===== src/rtl/mmio_uart_pkg.sv =====
// Shared definitions for the memory-mapped UART transmitter: register map,
// STATUS layout and transmit state encoding.
package mmio_uart_pkg;

    localparam int unsigned BAUD_W = 16;

    localparam logic [3:0] OFF_TXDATA  = 4'h0;
    localparam logic [3:0] OFF_STATUS  = 4'h4;
    localparam logic [3:0] OFF_BAUDDIV = 4'h8;

    localparam int unsigned ST_FULL_BIT  = 0;
    localparam int unsigned ST_EMPTY_BIT = 1;
    localparam int unsigned ST_BUSY_BIT  = 2;
    localparam int unsigned ST_OVF_BIT   = 3;
    localparam int unsigned ST_CNT_LSB   = 4;
    localparam int unsigned ST_CNT_W     = 7;

    // STATUS word as returned on the read port
    typedef struct packed {
        logic [20:0]         rsvd;
        logic [ST_CNT_W-1:0] count;
        logic                overflow;
        logic                busy;
        logic                empty;
        logic                full;
    } status_t;

    typedef enum logic [1:0] {
        TX_IDLE  = 2'd0,
        TX_START = 2'd1,
        TX_DATA  = 2'd2,
        TX_STOP  = 2'd3
    } tx_state_e;

endpackage


===== src/rtl/uart_byte_fifo.sv =====
// Byte-wide synchronous FIFO; a push while full is accepted only when a pop
// happens in the same cycle.
module uart_byte_fifo #(
    parameter int unsigned FIFO_DEPTH = 8
) (
    input  logic                          clk,
    input  logic                          reset,
    input  logic                          push,
    input  logic [7:0]                    din,
    input  logic                          pop,
    output logic [7:0]                    dout,
    output logic                          full,
    output logic                          empty,
    output logic [$clog2(FIFO_DEPTH):0]   count
);

    localparam int unsigned PTR_W = $clog2(FIFO_DEPTH);
    localparam int unsigned CNT_W = PTR_W + 1;

    logic [7:0]       mem_q [FIFO_DEPTH];
    logic [PTR_W-1:0] wr_ptr_q, rd_ptr_q;
    logic [CNT_W-1:0] count_q;
    logic             do_push, do_pop;

    assign full    = (count_q == CNT_W'(FIFO_DEPTH));
    assign empty   = (count_q == '0);
    assign do_pop  = pop && !empty;
    assign do_push = push && (!full || do_pop);
    assign dout    = mem_q[rd_ptr_q];
    assign count   = count_q;

    // Pointers wrap naturally because the depth is a power of two
    always_ff @(posedge clk) begin
        if (reset) begin
            wr_ptr_q <= '0;
            rd_ptr_q <= '0;
            count_q  <= '0;
        end else begin
            if (do_push) wr_ptr_q <= wr_ptr_q + PTR_W'(1);
            if (do_pop)  rd_ptr_q <= rd_ptr_q + PTR_W'(1);
            case ({do_push, do_pop})
                2'b10:   count_q <= count_q + CNT_W'(1);
                2'b01:   count_q <= count_q - CNT_W'(1);
                default: count_q <= count_q;
            endcase
        end
    end

    always_ff @(posedge clk) begin
        if (do_push) mem_q[wr_ptr_q] <= din;
    end

endmodule


===== src/rtl/mmio_uart_tx.sv =====
// UART transmitter on the MIPS data-memory bus: stores to TXDATA are queued
// and sent 8N1 on TxD; STATUS/BAUDDIV are read back combinationally.
module mmio_uart_tx
    import mmio_uart_pkg::*;
#(
    parameter logic [31:0]       IO_BASE         = 32'hFFFF_0000,
    parameter int unsigned       FIFO_DEPTH      = 8,
    parameter logic [BAUD_W-1:0] DEFAULT_BAUDDIV = 16'd434
) (
    input  logic        clk,
    input  logic        reset,
    input  logic [31:0] Address,
    input  logic [31:0] WriteData,
    input  logic        MemWrite,
    input  logic        MemRead,
    output logic [31:0] ReadData,
    output logic        io_hit,
    output logic        TxD
);

    localparam int unsigned CNT_W = $clog2(FIFO_DEPTH) + 1;

    logic [3:0]        off;
    logic              wr_en, push, status_wr, baud_wr;
    logic              pop;
    logic [7:0]        fifo_dout;
    logic              fifo_full, fifo_empty;
    logic [CNT_W-1:0]  fifo_count;

    tx_state_e         state_q, state_d;
    logic [BAUD_W-1:0] baud_div_q, baud_div_d;
    logic [BAUD_W-1:0] baud_cnt_q, baud_cnt_d;
    logic [2:0]        bit_cnt_q, bit_cnt_d;
    logic [7:0]        shift_q, shift_d;
    logic              txd_q, txd_d;
    logic              ovf_q, ovf_d;
    logic              bit_end;
    status_t           status;
    logic              unused_bits;

    assign unused_bits = ^WriteData[31:16];

    assign off       = Address[3:0];
    assign io_hit    = (Address[31:4] == IO_BASE[31:4]);
    assign wr_en     = MemWrite && io_hit;
    assign push      = wr_en && (off == OFF_TXDATA);
    assign status_wr = wr_en && (off == OFF_STATUS);
    assign baud_wr   = wr_en && (off == OFF_BAUDDIV);

    // >= rather than == so a smaller divisor written mid-bit cannot hang
    assign bit_end   = (baud_cnt_q >= (baud_div_q - BAUD_W'(1)));

    uart_byte_fifo #(.FIFO_DEPTH(FIFO_DEPTH)) u_fifo (
        .clk   (clk),
        .reset (reset),
        .push  (push),
        .din   (WriteData[7:0]),
        .pop   (pop),
        .dout  (fifo_dout),
        .full  (fifo_full),
        .empty (fifo_empty),
        .count (fifo_count)
    );

    always_ff @(posedge clk) begin
        if (reset) state_q <= TX_IDLE;
        else       state_q <= state_d;
    end

    always_comb begin
        state_d = state_q;
        case (state_q)
            TX_IDLE:  if (!fifo_empty) state_d = TX_START;
            TX_START: if (bit_end) state_d = TX_DATA;
            TX_DATA:  if (bit_end && (bit_cnt_q == 3'd7)) state_d = TX_STOP;
            TX_STOP:  if (bit_end) state_d = fifo_empty ? TX_IDLE : TX_START;
            default:  state_d = TX_IDLE;
        endcase
    end

    // Datapath next values; a pop loads the shifter for the frame just starting
    always_comb begin
        pop        = 1'b0;
        baud_cnt_d = baud_cnt_q;
        bit_cnt_d  = bit_cnt_q;
        shift_d    = shift_q;
        txd_d      = 1'b1;

        if (state_q == TX_IDLE) begin
            baud_cnt_d = '0;
            if (!fifo_empty) begin
                pop       = 1'b1;
                shift_d   = fifo_dout;
                bit_cnt_d = '0;
            end
        end else begin
            baud_cnt_d = bit_end ? '0 : baud_cnt_q + BAUD_W'(1);
            case (state_q)
                TX_START: if (bit_end) bit_cnt_d = '0;
                TX_DATA: begin
                    if (bit_end && (bit_cnt_q != 3'd7)) begin
                        bit_cnt_d = bit_cnt_q + 3'd1;
                        shift_d   = {1'b0, shift_q[7:1]};
                    end
                end
                TX_STOP: begin
                    if (bit_end && !fifo_empty) begin
                        pop       = 1'b1;
                        shift_d   = fifo_dout;
                        bit_cnt_d = '0;
                    end
                end
                default: ;
            endcase
        end

        case (state_d)
            TX_START: txd_d = 1'b0;
            TX_DATA:  txd_d = shift_d[0];
            default:  txd_d = 1'b1;
        endcase
    end

    always_comb begin
        ovf_d = ovf_q;
        if (status_wr)                         ovf_d = 1'b0;
        else if (push && fifo_full && !pop)    ovf_d = 1'b1;

        baud_div_d = baud_div_q;
        if (baud_wr)
            baud_div_d = (WriteData[15:0] == 16'd0) ? BAUD_W'(1) : WriteData[15:0];
    end

    always_ff @(posedge clk) begin
        if (reset) begin
            baud_div_q <= DEFAULT_BAUDDIV;
            baud_cnt_q <= '0;
            bit_cnt_q  <= '0;
            shift_q    <= '0;
            txd_q      <= 1'b1;
            ovf_q      <= 1'b0;
        end else begin
            baud_div_q <= baud_div_d;
            baud_cnt_q <= baud_cnt_d;
            bit_cnt_q  <= bit_cnt_d;
            shift_q    <= shift_d;
            txd_q      <= txd_d;
            ovf_q      <= ovf_d;
        end
    end

    assign TxD = txd_q;

    always_comb begin
        status          = '0;
        status.full     = fifo_full;
        status.empty    = fifo_empty;
        status.busy     = (state_q != TX_IDLE);
        status.overflow = ovf_q;
        status.count    = ST_CNT_W'(fifo_count);
    end

    always_comb begin
        ReadData = 32'h0;
        if (MemRead && io_hit) begin
            case (off)
                OFF_STATUS:  ReadData = status;
                OFF_BAUDDIV: ReadData = {16'h0, baud_div_q};
                default:     ReadData = 32'h0;
            endcase
        end
    end

endmodule


===== config.mk =====
export PLATFORM = sky130hd
export DESIGN_NAME = mmio_uart_tx
export DESIGN_NICKNAME = d
export VERILOG_FILES = /design/src/rtl/mmio_uart_pkg.sv /design/src/rtl/uart_byte_fifo.sv /design/src/rtl/mmio_uart_tx.sv
export SDC_FILE = /design/constraint.sdc
export NUM_CORES = 1
export LEC_CHECK = 0
export BUFFER_PORTS_ARGS = -buffer_cell sky130_fd_sc_hd__buf_4
export CAP_MARGIN = 20
export CORE_MARGIN = 3
export CORE_UTILIZATION = 37
export CTS_BUF_LIST = sky130_fd_sc_hd__clkbuf_16
export DETAILED_ROUTE_END_ITERATION = 10
export SLEW_MARGIN = 10
export SYNTH_ARGS = -nofsm -noshare
export SYNTH_HDL_FRONTEND = slang
export SYNTH_SLANG_ARGS = --single-unit

===== constraint.sdc =====
create_clock -name clk -period 5.1 [get_ports clk]
set_input_delay 1.02 -clock clk [delete_from_list [all_inputs] [get_ports clk]]
set_output_delay 1.02 -clock clk [all_outputs]
set_load 0.1 [all_outputs]

==> flow_summary.toml <==
[die]
dieWidth_um = 138
core_region_area_um2 = 16800
start_util_pct = 38.2
num_rows = 47
io_pins = 102
die_area_um2 = 19000
dieHeight_um = 138

[layout]
drive_above_1_share_pct = 21.8
register_area_um2 = 3120
fin_area_um2 = 7750
multiInputGateArea_um2 = 3090
layout.cells.most_common = "buf_4"
area_growth_pct = 20.5
final_cell_mix = "buf_4 (81), nor2_1 (67), edfxtp_1 (64), dfxtp_1 (60), ha_1 (29)"
num_antenna_cells = 0
fillers = 1571
nets = 755

[critical_path]
cpMostUsedCell = "a21o_1"
path_buf_inv = 1
path_cells = "nor4_1, nand3_1, nor4_1, xnor2_1, ha_1, a21o_1, a21o_1, a2111o_1, o21ai_4, a21o_1, nand2b_1, inv_1, ha_1, a21o_1, a21oi_1, or3_1, mux2i_1, mux2_2"
path_class = "reg2reg"
required_ps = 5410
end_kind = "register"
slowest_delay_ps = 510
start_kind = "register"
worstPathArrival_ps = 4870
critical_path.slowest_cell = "a2111o_1"
path_max_fanout = 7
critPathTopFamily = "compound AO/OA/AOI/OAI gates"

[cts]
cts_resized = 0
clk_latency_ps = 420
numCtsBuffers = 17
postCtsHoldBufs = 0
cts_tree = "built"
clkTransAtPathRegs_ps = 60
clockRootBuffer = "clkbuf_16"
ctsHtreeMaxLevel = 4
cts_setup_buffers = 0
cts.sinks = 124
cts_buffer_depth = 2

[worst_hold_path]
hold_path.class = "reg2reg"

[pwr]
p_seq_share_pct = 38.7
total_leakage_power_nw = 2.87
vdd_drop_max_mv = 0.260
p_comb_share_pct = 24.1
intPower_w = 0.00209
switchingPower_w = 0.000987
p_per_area_nw_per_um2 = 397
p_clk_share_pct = 37.2
p_sw_share_pct = 32.1
power_w = 0.00307

[timing]
tns_ps = 0
setup_viol = 0
maxSlewHeadroom_pct = 40.4
finClkSkew_ps = 9.03
worstMarginPinSlew_ps = 894
hold_ws_ps = 476
fmax_mhz = 219
hold_violations = 0
rsz0062_at_grt = "no"
drv_slew = 0
period_share_pct = 89.4
post-route-min-period_ps = 4560

[yosys]
async_flop_share_pct = 0
ys_ff_latch = 124
ys_top_cells_by_area = "edfxtp_1 (30%), dfxtp_1 (19%), ha_1 (5.6%), mux4_2 (5.6%), nor2_1 (3.9%)"
yosys.area.top_type_share_pct = 29.9
synthFlopType = "edfxtp_1"
yosysWarnings = 0
synth_enable_flop_cells = 64
yosysTopAreaCell = "edfxtp_1"
syn-cell-area_um2 = 6430
syn_avg_cell_area_um2 = 11.1
synthCells = 580
synth_cell_types = 58
seq_area_frac_synth_pct = 48.6

[place]
port_buffers = 69
placed_area_um2 = 7160
dpl.hpwl_mm = 10.9
gp_congestion = 0.833

[detailed_routing]
drtIter0Drc = 279
wl_per_cell_um = 16.8
vias = 4781
drt_wl_total_mm = 14.9
drc = 0
viasPerCell = 5.37
drt-pass1-iter-count = 5
ant_nets = 0

[run]
drv_cap = 0

[global_route]
grt_max_degree = 48
grt_pass1_wl_mm = 23.8
grt_overflow = 0
grt_pass1_vias = 4614
grtUsageTotal_pct = 16.3
antenna_found_initial = 0

[outcome]
outcome = "finished clean"
[state kept, by name (all words and copies together) (netlist names), 2 cells and up, named ones only]
signal	count
baud_cnt_q	16
baud_div_q	16
bit_cnt_q	3
shift_q	8
state_q	2
u_fifo.count	4
u_fifo.mem_q	64
u_fifo.rd_ptr_q	3
u_fifo.wr_ptr_q	3
[layer usage]
metal | GRT usage (%) | routed length [um] | vias to the layer above
li1 | - | - | 2306
met1 | 21.5 | 6850 | 2287
met5 | 0 | 0 | -
met4 | 4.88 | 148 | 0
met3 | 3.91 | 736 | 16
met2 | 26.6 | 7180 | 172
[per-stage QoR]
| step | util (%) | std cells | setup slack, ps |
|---|---|---|---|
| global placement | 42.6 | 857 | 607 |
| floorplan | - | 595 | -359 |
| finish | 46.1 | 890 | 541 |
| detailed placement | 42.6 | 857 | 571 |
| CTS | 46.0 | 889 | 547 |
| global route | 46.1 | 890 | 225 |
[power by group through the flow]
| stage | Clock [W] | Sequential, W | Combinational, W |
|---|---|---|---|
| 6_report | 0.00114 | 0.00119 | 0.000742 |
| 5_1_grt | 0.00120 | 0.00120 | 0.000811 |
| 4_1_cts | 0.00117 | 0.00119 | 0.000739 |
| 3_5_place_dp | 0 | 0.00121 | 0.000736 |
| 3_3_place_gp | 0 | 0.00121 | 0.000717 |
| 2_1_floorplan | 0 | 0.00118 | 0.000583 |
[tightest hold or removal path, stage by stage, from the launching register on]
cell	delay (ps)
dfxtp_1	300
o21ai_0	60
a21oi_1	60
[logic make-up after synthesis]
family,synth area share [%]
adder cells (fa/ha/maj),5.96
AO/OA/AOI/OAI,10.5
buffers and inverters,4.63
other,0.0583
AND/OR/NAND/NOR,16.2
flip-flops,48.6
XOR/XNOR,4.22
multiplexers,9.91
[path summary, 6_finish.rpt]
| kind | start | end | slack, ps | depth (start not counted) |
|---|---|---|---|---|
| setup / recovery | baud_div_q[6] | u_fifo.count[3] | 540 | 18 |
| hold / removal | shift_q[4] | shift_q[4] | 480 | 2 |
| setup reg to reg | baud_div_q[6] | u_fifo.count[3] | 540 | 18 |
| hold reg to reg | shift_q[4] | shift_q[4] | 480 | 2 |
[Yosys cell counts (2+ instances only)]
master    count
a2111o_1      2
o21ai_0      24
inv_1        18
and3_1       21
nand4_1      16
ha_1         29
mux2_2        5
nand4b_1      2
nand3_1       9
a211o_1       5
o211ai_1      7
nor3_1       12
nor4_2        2
a211oi_1     11
or4_1         4
a22oi_1       7
a31oi_1       5
or3_1         4
dfxtp_1      60
nor4_1       13
nand2b_1      5
nand2_1      20
a21o_1        4
xnor2_1      16
xor2_1       15
mux2i_1      22
buf_2         4
a41oi_1       2
nor2b_1       6
nor4b_1       4
nor2_1       67
and2_1        3
buf_4        19
clkbuf_1     14
mux4_2       16
a21oi_1      22
edfxtp_1     64
[layout make-up]
type                    count  share of cell area [%]
flip-flops and latches    124                    40.3
multi-input cells         414                    39.9
well taps                 220                    3.55
clock inverters            15                    1.84
inverters                  18                   0.872
repair buffers             82                    8.04
clock buffers              17                    5.49
No activity file was read; power rests on OpenSTA's default activity.
